===== src/rtl/lut_loader_pkg.sv =====
// Shared LUT geometry and the k -> (bank, addr) mapping used by both the
// loader and the read-side address calculation.
package lut_loader_pkg;

    localparam int I_SIZE          = 0;
    localparam int J_SIZE          = 2;
    localparam int X_ENC_SIZE      = 3;
    localparam int BRAM_COUNT_SIZE = 1;
    localparam int BRAM_COUNT      = 2 ** BRAM_COUNT_SIZE;
    localparam int K_SIZE          = I_SIZE + J_SIZE + X_ENC_SIZE;
    localparam int ADDR_SIZE       = K_SIZE - BRAM_COUNT_SIZE;
    localparam int RAM_WIDTH       = 8;

    // Loader FSM encoding
    localparam logic [1:0] LUT_IDLE  = 2'd0;
    localparam logic [1:0] LUT_LOAD  = 2'd1;
    localparam logic [1:0] LUT_FLUSH = 2'd2;

    typedef struct packed {
        logic [ADDR_SIZE-1:0]       addr;
        logic [BRAM_COUNT_SIZE-1:0] bank;
    } lut_loc_t;

    // Low bits of k pick the bank so consecutive j/x entries land in
    // different banks; the remaining high bits form the per-bank address.
    function automatic lut_loc_t lut_split(input logic [K_SIZE-1:0] k);
        lut_loc_t loc;
        loc.bank = k[BRAM_COUNT_SIZE-1:0];
        loc.addr = k[K_SIZE-1:BRAM_COUNT_SIZE];
        return loc;
    endfunction

endpackage


===== src/rtl/lut_index_split.sv =====
// Combinational split of a flat LUT index into a one-hot bank select and a
// per-bank address, shared with the read-side address calculation.
module lut_index_split
    import lut_loader_pkg::*;
#(
    parameter int K_SIZE          = lut_loader_pkg::K_SIZE,
    parameter int BRAM_COUNT_SIZE = lut_loader_pkg::BRAM_COUNT_SIZE,
    parameter int BRAM_COUNT      = 2 ** BRAM_COUNT_SIZE,
    parameter int ADDR_SIZE       = K_SIZE - BRAM_COUNT_SIZE
) (
    input  logic [K_SIZE-1:0]     k,
    output logic [BRAM_COUNT-1:0] bank_sel,
    output logic [ADDR_SIZE-1:0]  addr
);

    logic [BRAM_COUNT_SIZE-1:0] bank;

    assign bank = k[BRAM_COUNT_SIZE-1:0];
    assign addr = k[K_SIZE-1:BRAM_COUNT_SIZE];

    // Decode the bank number into exactly one enable bit
    always_comb begin
        bank_sel       = '0;
        bank_sel[bank] = 1'b1;
    end

endmodule


===== src/rtl/lut_loader.sv =====
// Writer side of the LUT BRAM banks: takes LUT bytes in canonical k order
// over valid/ready, scatters each to its bank/address and raises lut_ready
// once the whole table has been written.
module lut_loader
    import lut_loader_pkg::*;
#(
    parameter int I_SIZE          = lut_loader_pkg::I_SIZE,
    parameter int J_SIZE          = lut_loader_pkg::J_SIZE,
    parameter int X_ENC_SIZE      = lut_loader_pkg::X_ENC_SIZE,
    parameter int BRAM_COUNT_SIZE = lut_loader_pkg::BRAM_COUNT_SIZE,
    parameter int BRAM_COUNT      = 2 ** BRAM_COUNT_SIZE,
    parameter int K_SIZE          = I_SIZE + J_SIZE + X_ENC_SIZE,
    parameter int ADDR_SIZE       = K_SIZE - BRAM_COUNT_SIZE,
    parameter int RAM_WIDTH       = lut_loader_pkg::RAM_WIDTH
) (
    input  logic                  clock,
    input  logic                  reset,
    input  logic                  start,
    input  logic                  in_valid,
    input  logic [RAM_WIDTH-1:0]  in_data,
    output logic                  in_ready,
    output logic [BRAM_COUNT-1:0] wr_en,
    output logic [ADDR_SIZE-1:0]  wr_addr,
    output logic [RAM_WIDTH-1:0]  wr_data,
    output logic                  busy,
    output logic                  done,
    output logic                  lut_ready
);

    logic [1:0]            state;
    logic [K_SIZE-1:0]     k;
    logic [BRAM_COUNT-1:0] k_sel;
    logic [ADDR_SIZE-1:0]  k_addr;
    logic                  fire;
    logic                  k_last;

    lut_index_split #(
        .K_SIZE          (K_SIZE),
        .BRAM_COUNT_SIZE (BRAM_COUNT_SIZE),
        .BRAM_COUNT      (BRAM_COUNT),
        .ADDR_SIZE       (ADDR_SIZE)
    ) u_split (
        .k        (k),
        .bank_sel (k_sel),
        .addr     (k_addr)
    );

    // Ready only while loading, so bytes offered in IDLE/FLUSH stay unconsumed
    assign in_ready = (state == LUT_LOAD);
    assign fire     = in_valid && in_ready;
    // Terminal index is all-ones; k never relies on wrapping to 0
    assign k_last   = &k;

    // Load sequencing and the registered write port (one strobe per accepted byte)
    always_ff @(posedge clock or posedge reset) begin
        if (reset) begin
            state     <= LUT_IDLE;
            k         <= '0;
            wr_en     <= '0;
            wr_addr   <= '0;
            wr_data   <= '0;
            busy      <= 1'b0;
            done      <= 1'b0;
            lut_ready <= 1'b0;
        end else begin
            case (state)
                LUT_IDLE: begin
                    wr_en <= '0;
                    done  <= 1'b0;
                    if (start) begin
                        state     <= LUT_LOAD;
                        k         <= '0;
                        lut_ready <= 1'b0;
                        busy      <= 1'b1;
                    end
                end
                LUT_LOAD: begin
                    done <= 1'b0;
                    if (fire) begin
                        wr_en   <= k_sel;
                        wr_addr <= k_addr;
                        wr_data <= in_data;
                        if (k_last) begin
                            state <= LUT_FLUSH;
                        end else begin
                            k <= k + K_SIZE'(1);
                        end
                    end else begin
                        wr_en <= '0;
                    end
                end
                LUT_FLUSH: begin
                    // Last write is on the bus now; the table is complete after this edge
                    wr_en     <= '0;
                    done      <= 1'b1;
                    lut_ready <= 1'b1;
                    busy      <= 1'b0;
                    state     <= LUT_IDLE;
                end
                default: begin
                    wr_en <= '0;
                    done  <= 1'b0;
                    busy  <= 1'b0;
                    state <= LUT_IDLE;
                end
            endcase
        end
    end

endmodule

===== config.mk =====
export PLATFORM = sky130hd
export DESIGN_NAME = lut_loader
export DESIGN_NICKNAME = d
export VERILOG_FILES = /design/src/rtl/lut_loader_pkg.sv /design/src/rtl/lut_index_split.sv /design/src/rtl/lut_loader.sv
export SDC_FILE = /design/constraint.sdc
export NUM_CORES = 1
export LEC_CHECK = 0
export ABC_AREA = 1
export CORE_MARGIN = 3
export CORE_UTILIZATION = 25
export CTS_CLUSTER_DIAMETER = 30
export CTS_CLUSTER_SIZE = 25
export DETAILED_ROUTE_END_ITERATION = 6
export GPL_ROUTABILITY_DRIVEN = 0
export PLACE_DENSITY = 0.52
export SYNTH_ARGS = -nofsm -noshare
export SYNTH_HDL_FRONTEND = slang
export SYNTH_SLANG_ARGS = --single-unit

===== constraint.sdc =====
create_clock -name clock -period 2.18 [get_ports clock]
set_input_delay 0.327 -clock clock [delete_from_list [all_inputs] [get_ports clock]]
set_output_delay 0.327 -clock clock [all_outputs]
set_load 0.03 [all_outputs]

# Yosys cells after proc, flatten, opt, wreduce, memory -nomap -nowiden
# Index checks and enable logic that the tools add are counted.
dict set report classes {
  bitwise_logic 1
  reduce_logical 11
  addsub 1
  order_cmp 2
  mul 0
  muxes 17
  shift 0
  div 0
  eq_ne 6
}
# cell n
set ops {}
lappend ops {{5-bit two-way mux} 3}
lappend ops {{2-bit two-way mux} 5}
lappend ops {{5-bit case mux with 2 select lines} 1}
lappend ops {{2-bit AND reduction} 3}
lappend ops {{5-bit by 1-bit adder with 5-bit output (second input constant)} 1}
lappend ops {{5-bit AND reduction} 1}
lappend ops {{1-bit two-way mux} 4}
lappend ops {{2-bit by 1-bit != test with 1-bit output (second input constant)} 2}
lappend ops {{2-bit != test (second input constant)} 2}
lappend ops {{1-bit case mux with 2 select lines} 2}
lappend ops {{2-bit case mux with 2 select lines} 1}
lappend ops {{4-bit AND reduction} 1}
lappend ops {{2-bit nonzero test} 2}
lappend ops {{3-bit AND reduction} 1}
lappend ops {{2-bit by 1-bit == test with 1-bit output (second input constant)} 1}
lappend ops {{2-bit == test (second input constant)} 1}
lappend ops {{1-bit logical AND} 2}
lappend ops {{2-bit logical NOT} 1}
lappend ops {{1-bit by 2-bit < comparator with 1-bit output (second input constant)} 1}
lappend ops {{1-bit demux with 1-bit select} 1}
lappend ops {{1-bit >= comparator (second input constant)} 1}
lappend ops {{1-bit NOT} 1}
dict set report totals {
  ff_bits 24
  rom_bits 0
  wordCells 46
  ram_bits 0
  n_memories 0
  out_inout_bits 18
  latchBits 0
}

# Logic depth before layout (Yosys ltp)
# Gate-level depths: netlist (run 1).
dict set report depth {
  ltp_word 6
  ltp_mapped 8
}

# Cells and area by module
# Synthesis (run 1) repeated with hierarchy kept, for this count alone.
dict set report unflattened {
  hier_cells 124
  hier_area_um2 1078.5
}
# module cells_each area_per_inst_um2 seq_area_each_um2 instances
set by_module_without_submodules {}
lappend by_module_without_submodules {lut_loader 118 1037.2 600.6 1}
lappend by_module_without_submodules {lut_index_split 6 41.3 0.0 1}

# Worst setup path after synthesis (run 1)
# No wires, ideal clock.
dict set report synth_timing {
  kind {register to register}
  start {register k[0]}
  end {register k[2]}
  slack_ps 647
  period_less_slack_ps 1533
  stages_incl_launch_ff 9
  n_path_buf 0
  arrival_ps 1415
  cell_sequence {dfrtp_1 > ha_1 > inv_1 > nor3_1 > ha_1 > a21oi_1 > nand2_2 > nand2_1 > nand2_1}
}
dict set report synth_between {
  elab_chain_len 4
  word_cells_on_any_way 7
}
# element line_no
set synth_lines {}
lappend synth_lines {{start, declared} lut_loader.sv:31} ;# logic [K_SIZE-1:0] k;
lappend synth_lines {{start signal, assigned} lut_loader.sv:86} ;# k <= k + K_SIZE'(1);
lappend synth_lines {{5-bit by 1-bit adder with 5-bit output} lut_loader.sv:86}
lappend synth_lines {{5-bit two-way mux} lut_loader.sv:83} ;# if (k_last) begin
lappend synth_lines {{5-bit two-way mux} lut_loader.sv:79} ;# if (fire) begin
lappend synth_lines {{5-bit case mux with 2 select lines} lut_loader.sv:66} ;# case (state)
# Parallel ways exist; a longest one is shown, timed or not. The select of a mux whose other input is x is not followed.
# A chain may end at the register's enable or synchronous reset.

# Final worst setup path (run 1)
dict set report layout_timing {
  start {register state[1]}
  end {output in_ready}
}
dict set report layout_between {
  elab_chain_len 1
}
# element line_no
set layout_lines {}
lappend layout_lines {{start, declared} lut_loader.sv:30} ;# logic [1:0] state;
lappend layout_lines {{start signal, assigned} lut_loader.sv:57} ;# state <= LUT_IDLE;
lappend layout_lines {{start signal, assigned} lut_loader.sv:71} ;# state <= LUT_LOAD;
lappend layout_lines {{start signal, assigned} lut_loader.sv:84} ;# state <= LUT_FLUSH;
lappend layout_lines {{2-bit by 1-bit == test with 1-bit output} lut_loader.sv:49} ;# assign in_ready = (state == LUT_LOAD);
lappend layout_lines {{end, declared} lut_loader.sv:21} ;# output logic in_ready,
# Every way passes these cells.

==> qor.txt, run 1 <==
final WL = 2120 um
post-CTS setup buffer count = 0
DRT iter0 DRCs = 34
n_diodes = 0
register area = 601 um^2
IO Pins = 30
f_max = 0.485 GHz
skew final = 0.00590 ns
CTS tree = yes
CTS resizes = 0
main flop type after synthesis = dfrtp_1
routed len/inst = 10.9 um
area occupied by multi-input gates = 377 um^2
Min Clock Period, post-route = 2.06 ns
Worst Path Max Fanout = 14
antenna violations before repair = 0
CP startpoint kind = flip-flop
unrepaired setup endpoints after global routing = no
Hold-fix buffers, CTS = 0
clock buffer depth = 2
1st-pass router iterations = 2
DP HPWL = 1600 um
worst path arrival time = 1.73 ns
kind of critical path = reg -> out
die height = 70.4 um
Hold Path Class = in -> async
Die Width = 70.4 um
final hold violation count = 0
Yosys cell types = 21
share of cells above drive strength 1 = 0.110
post-route ant nets = 0
largest net degree at the start of global routing = 17
Die ar. = 4960 um^2
FP Rows = 22
IR drop worst, VDD = 0.000518 V
vias in the first global route = 777
synthesized area = 1040 um^2
Synth area leader = dfrtp_1
Synth warnings = 0
cts bufs inserted = 3
CP required = 1.85 ns
Least-Margin Pin Slew = 0.366 ns
EDFF count, synth = 0
number of port buffers = 29
worst hold slack = 0.320 ns
result of the run = finished, final reports clean
power per cell area = 1190 nW/um^2
Max Cap Violations = 0
Yosys reg bits = 24
first-pass GRT wire length = 3650 um
Final Max Tran Viols = 0
top cells by area, synth = dfrtp_1 58%, nand2_1 15%, nand3_1 6.3%, inv_1 2.5%, ha_1 2.4%
Pleak = 0.716 nW
asr flop ratio synth = 1.00
syn nets = 128
via count = 822
Fill cells = 365
Net count, final = 161
core area = 3830 um^2
Yosys top cell area share = 0.579
H-tree depth = 1
Final setup viols = 0
sum of negative setup slack = 0 ns
Syn-to-layout area delta = 39.8%
Rel. slew slack = 0.756
clock latency on the worst-skew pair = 0.27 ns
clk sink count = 24
Syn Inst Count = 114
starting density of the core = 0.271
grt ovf = 0
GR Util All Layers = 0.0901
DRC = 0
synth cell count leaders = 42 x nand2_1, 24 x dfrtp_1, 13 x nand3_1
Root Buffer = clkbuf_8
Final period util = 0.946
CP Capture Type = output port
top-count cell post-synth = nand2_1
vias per inst = 4.24
Mean Syn Cell Area = 9.10 um^2
clk slew on worst S/H paths = 0.09 ns
register area share after synthesis = 0.579
-- layout make-up --
class	count	share of cell area
inverters	9	0.0250
repair buffers	31	0.211
clock inverters	1	0.0207
clock buffers	3	0.0285
multi-input cells	78	0.260
well taps	48	0.0414
flip-flops and latches	24	0.414
-- critical path, stage by stage (launching register included) --
cell	delay, ns
dfrtp_1	0.42
inv_2	0.10
nand2_2	0.10
inv_4	0.16
clkdlybuf4s50_1	0.70
-- flip-flops by register name, indices dropped and copies added (netlist names) --
name and count:
busy 1, done 1, k 5, lut_ready 1, state 2, wr_addr 4, wr_data 8, wr_en 2
-- final timing paths --
check                           slack (ns)          to        from  depth (start not counted)
worst max-delay path                  0.12    in_ready    state[1]                          4
worst min-delay path                  0.32  wr_data[6]       reset                          2
worst max register to register        0.42        k[4]        k[0]                          8
worst min register to register        0.48  wr_data[0]  wr_data[0]                          2
max in group asynchronous             1.32    state[1]       reset                          3
min in group clock                    0.48  wr_data[0]  wr_data[0]                          2
-- power by group --
part	switching, mW	total (mW)	internal [mW]
clock network	0.143	0.388	0.245
logic	0.393	0.667	0.274
registers	0.105	0.678	0.573
-- cells in the final DEF (no fill, tap or decap) --
cell and instances:
nand4_1 2, clkbuf_8 3, nand3_2 1, bufinv_16 1, ha_1 2, nor2_2 2, nand2_4 1, inv_4 1
o21ai_0 3, clkdlybuf4s50_1 29, a21oi_1 3, nand3_1 13, nand2_1 42, nor3_2 1, nand2_2 3, inv_2 1
buf_4 2, nor3_1 1, inv_1 7, o21bai_1 1, dfrtp_1 24, nor2_1 3
-- per-layer routing --
layer,GRT usage,share of wire,vias up
met3,0.0317,0.047,2
met4,0.0128,0.0057,0
met1,0.119,0.47,377
met5,0,0,-
met2,0.144,0.48,15
li1,-,-,428
-- cells by family after synthesis --
kind of cell / share of synthesized area
and+or+nand+nor: 0.303
DFF: 0.579
buffers and inverters: 0.0579
AOI/OAI and AO/OA: 0.0362
adders and majority gates: 0.0241
-- stage by stage --
| step | instance area [um^2] | setup slack (ns) | power [mW] | utilization | instances |
|---|---|---|---|---|---|
| 2_1_floorplan | 1040 | 0.647 | 1.10 | - | 114 |
| 3_3_place_gp | 1380 | 0.425 | 1.36 | 0.360 | 190 |
| 3_5_place_dp | 1380 | 0.404 | 1.36 | 0.360 | 190 |
| 4_1_cts | 1450 | 0.0996 | 1.76 | 0.379 | 194 |
| 5_1_grt | 1450 | 0.0305 | 1.85 | 0.379 | 194 |
| 6_report | 1450 | 0.119 | 1.73 | 0.379 | 194 |
Note: power is estimated with default switching activity, not from simulation.
==> run 2: changes to the inputs <==
--- a/config.mk
+++ b/config.mk
@@ -12,7 +12,8 @@
 export CTS_CLUSTER_SIZE = 25
 export DETAILED_ROUTE_END_ITERATION = 6
 export GPL_ROUTABILITY_DRIVEN = 0
-export PLACE_DENSITY = 0.52
+export PLACE_DENSITY = 0.53
+export SKIP_CTS_REPAIR_TIMING = 1
 export SYNTH_ARGS = -nofsm -noshare
 export SYNTH_HDL_FRONTEND = slang
 export SYNTH_SLANG_ARGS = --single-unit
==> constraint.sdc (replaced) <==
create_clock -name clock -period 1.8 [get_ports clock]
set_input_delay 0.27 -clock clock [delete_from_list [all_inputs] [get_ports clock]]
set_output_delay 0.27 -clock clock [all_outputs]
set_load 0.03 [all_outputs]
==> qor.txt, run 2 (synthesis gave the netlist of run 1 again) <==
GR Util All Layers = 0.0985 (was 0.0901)
Final period util = 0.885
Rel. slew slack = 0.790 (was 0.756)
Root Buffer = clkbuf_8 (unchanged)
clk slew on worst S/H paths = 0.09 ns (about the same)
unrepaired setup endpoints after global routing = no (unchanged)
vias in the first global route = 902 (was 777)
largest registers = wr_data x8, k x5, wr_addr x4 (unchanged)
Fill cells = 386 (was 365)
CP required = 1.96 ns (was 1.85 ns)
starting density of the core = 0.271 (unchanged)
commonest non-fill, non-tap cell in the layout = nand2_1 (unchanged)
f_max = 0.628 GHz
core area = 3830 um^2 (unchanged)
via count = 849 (was 822)
Non-Filler Instances = 196 (was 194)
most frequent cells in the layout = 42 x nand2_1, 28 x clkdlybuf4s50_1, 24 x dfrtp_1 (was 42 x nand2_1, 29 x clkdlybuf4s50_1, 24 x dfrtp_1)
DRT iter0 DRCs = 42 (was 34)
routed len/inst = 11.7 um (was 10.9 um)
result of the run = finished, final reports clean (unchanged)
clock latency on the worst-skew pair = 0.27 ns (about the same)
power per cell area = 1450 nW/um^2 (was 1190 nW/um^2)
share of cells above drive strength 1 = 0.128 (was 0.110)
Final Max Tran Viols = 0 (unchanged)
FP Rows = 22 (unchanged)
Biggest register = wr_data (unchanged)
max reg flops = 8 (unchanged)
final hold violation count = 0 (unchanged)
clk sink count = 24 (unchanged)
skew final = 0.00565 ns (was 0.00590 ns)
register area = 601 um^2 (unchanged)
1st-pass router iterations = 4 (was 2)
kind of critical path = reg -> reg (was reg -> out)
final WL = 2300 um (was 2120 um)
IO Pins = 30 (unchanged)
Syn-to-layout area delta = 41.9% (was 39.8%)
placed insts = 192 (was 190)
CTS tree = yes (unchanged)
area occupied by multi-input gates = 380 um^2 (was 377 um^2)
Final setup viols = 0 (unchanged)
largest net degree at the start of global routing = 25 (was 17)
n_diodes = 0 (unchanged)
DRC = 0 (unchanged)
Die Width = 70.4 um (unchanged)
Die ar. = 4960 um^2 (unchanged)
antenna violations before repair = 0 (unchanged)
vias per inst = 4.33 (was 4.24)
Least-Margin Pin Slew = 0.313 ns (was 0.366 ns)
die height = 70.4 um (unchanged)
Hold Path Class = in -> async (unchanged)
Min Clock Period, post-route = 1.59 ns
grt ovf = 0 (unchanged)
cts bufs inserted = 3 (unchanged)
clock buffer depth = 2 (unchanged)
Max Cap Violations = 0 (unchanged)
Worst Path Max Fanout = 5 (was 14)
CP Capture Type = flip-flop (was output port)
first-pass GRT wire length = 4000 um (was 3650 um)
H-tree depth = 1 (unchanged)
DP HPWL = 1700 um (was 1600 um)
IR drop worst, VDD = 0.000630 V (was 0.000518 V)
worst path arrival time = 1.75 ns (was 1.73 ns)
post-route ant nets = 0 (unchanged)
sum of negative setup slack = 0 ns (unchanged)
number of port buffers = 29 (unchanged)
Pleak = 0.726 nW (was 0.716 nW)
Net count, final = 163 (was 161)
CP startpoint kind = flip-flop (unchanged)
## run 2: report_power, final
part / leakage, nW / switching, mW / internal (mW) / total, mW
Clock: 0.0357 / 0.173 / 0.297 / 0.470
Combinational: 0.391 / 0.510 / 0.352 / 0.862
Sequential: 0.299 / 0.107 / 0.694 / 0.801
## run 2: layout make-up
type,count,share of cell area
multi-input combinational,78,0.259
tap,48,0.0408
clock buffer,3,0.0281
sequential,24,0.408
clock inverter,1,0.0204
inverter,9,0.0247
timing repair buffer,33,0.219
## run 2: metrics by stage
step	setup WS [ns]	hold WS (ns)	power, mW	area (um^2)	utilization
CTS	-0.104	0.359	2.16	1470	0.383
global route	0.0800	0.379	2.28	1470	0.385
finish	0.207	0.345	2.13	1470	0.385
floorplan	0.267	0.285	1.33	1040	-
global placement	0.193	0.454	1.66	1390	0.364
detailed placement	0.167	0.458	1.69	1390	0.364
## run 2: path summary, 6_finish.rpt
kind	startpoint	to	slack, ns	cells past startpoint
min in group clock	wr_data[0]	wr_data[0]	0.47	2
hold reg to reg	wr_data[0]	wr_data[0]	0.47	2
hold / removal	reset	wr_data[5]	0.34	3
setup / recovery	k[1]	k[3]	0.21	8
setup reg to reg	k[1]	k[3]	0.21	8
max in group asynchronous	reset	wr_addr[0]	1.22	3
## run 2: worst max-delay path, cell delays in order, from the launching register on
cell     delay, ns
dfrtp_1       0.43
ha_1          0.22
inv_1         0.07
nor3_1        0.05
ha_1          0.24
a21oi_2       0.22
nand2_2       0.12
nand2_1       0.08
nand2_1       0.05
## run 2: layer usage
layer	up-vias	part of all wire	global-route usage	routed length [um]
li1	428	-	-	-
met1	395	0.43	0.118	994
met2	24	0.48	0.163	1110
met3	2	0.081	0.0446	187
met4	0	0.0030	0.0191	7
met5	-	0	0	0
==> run 3: changes to the inputs <==
--- a/config.mk
+++ b/config.mk
@@ -8,7 +8,6 @@
 export ABC_AREA = 1
 export CORE_MARGIN = 3
 export CORE_UTILIZATION = 25
-export CTS_CLUSTER_DIAMETER = 30
 export CTS_CLUSTER_SIZE = 25
 export DETAILED_ROUTE_END_ITERATION = 6
 export GPL_ROUTABILITY_DRIVEN = 0
==> results of run 3 <==
Final layout, timing and power as in run 2 (identical DEF).
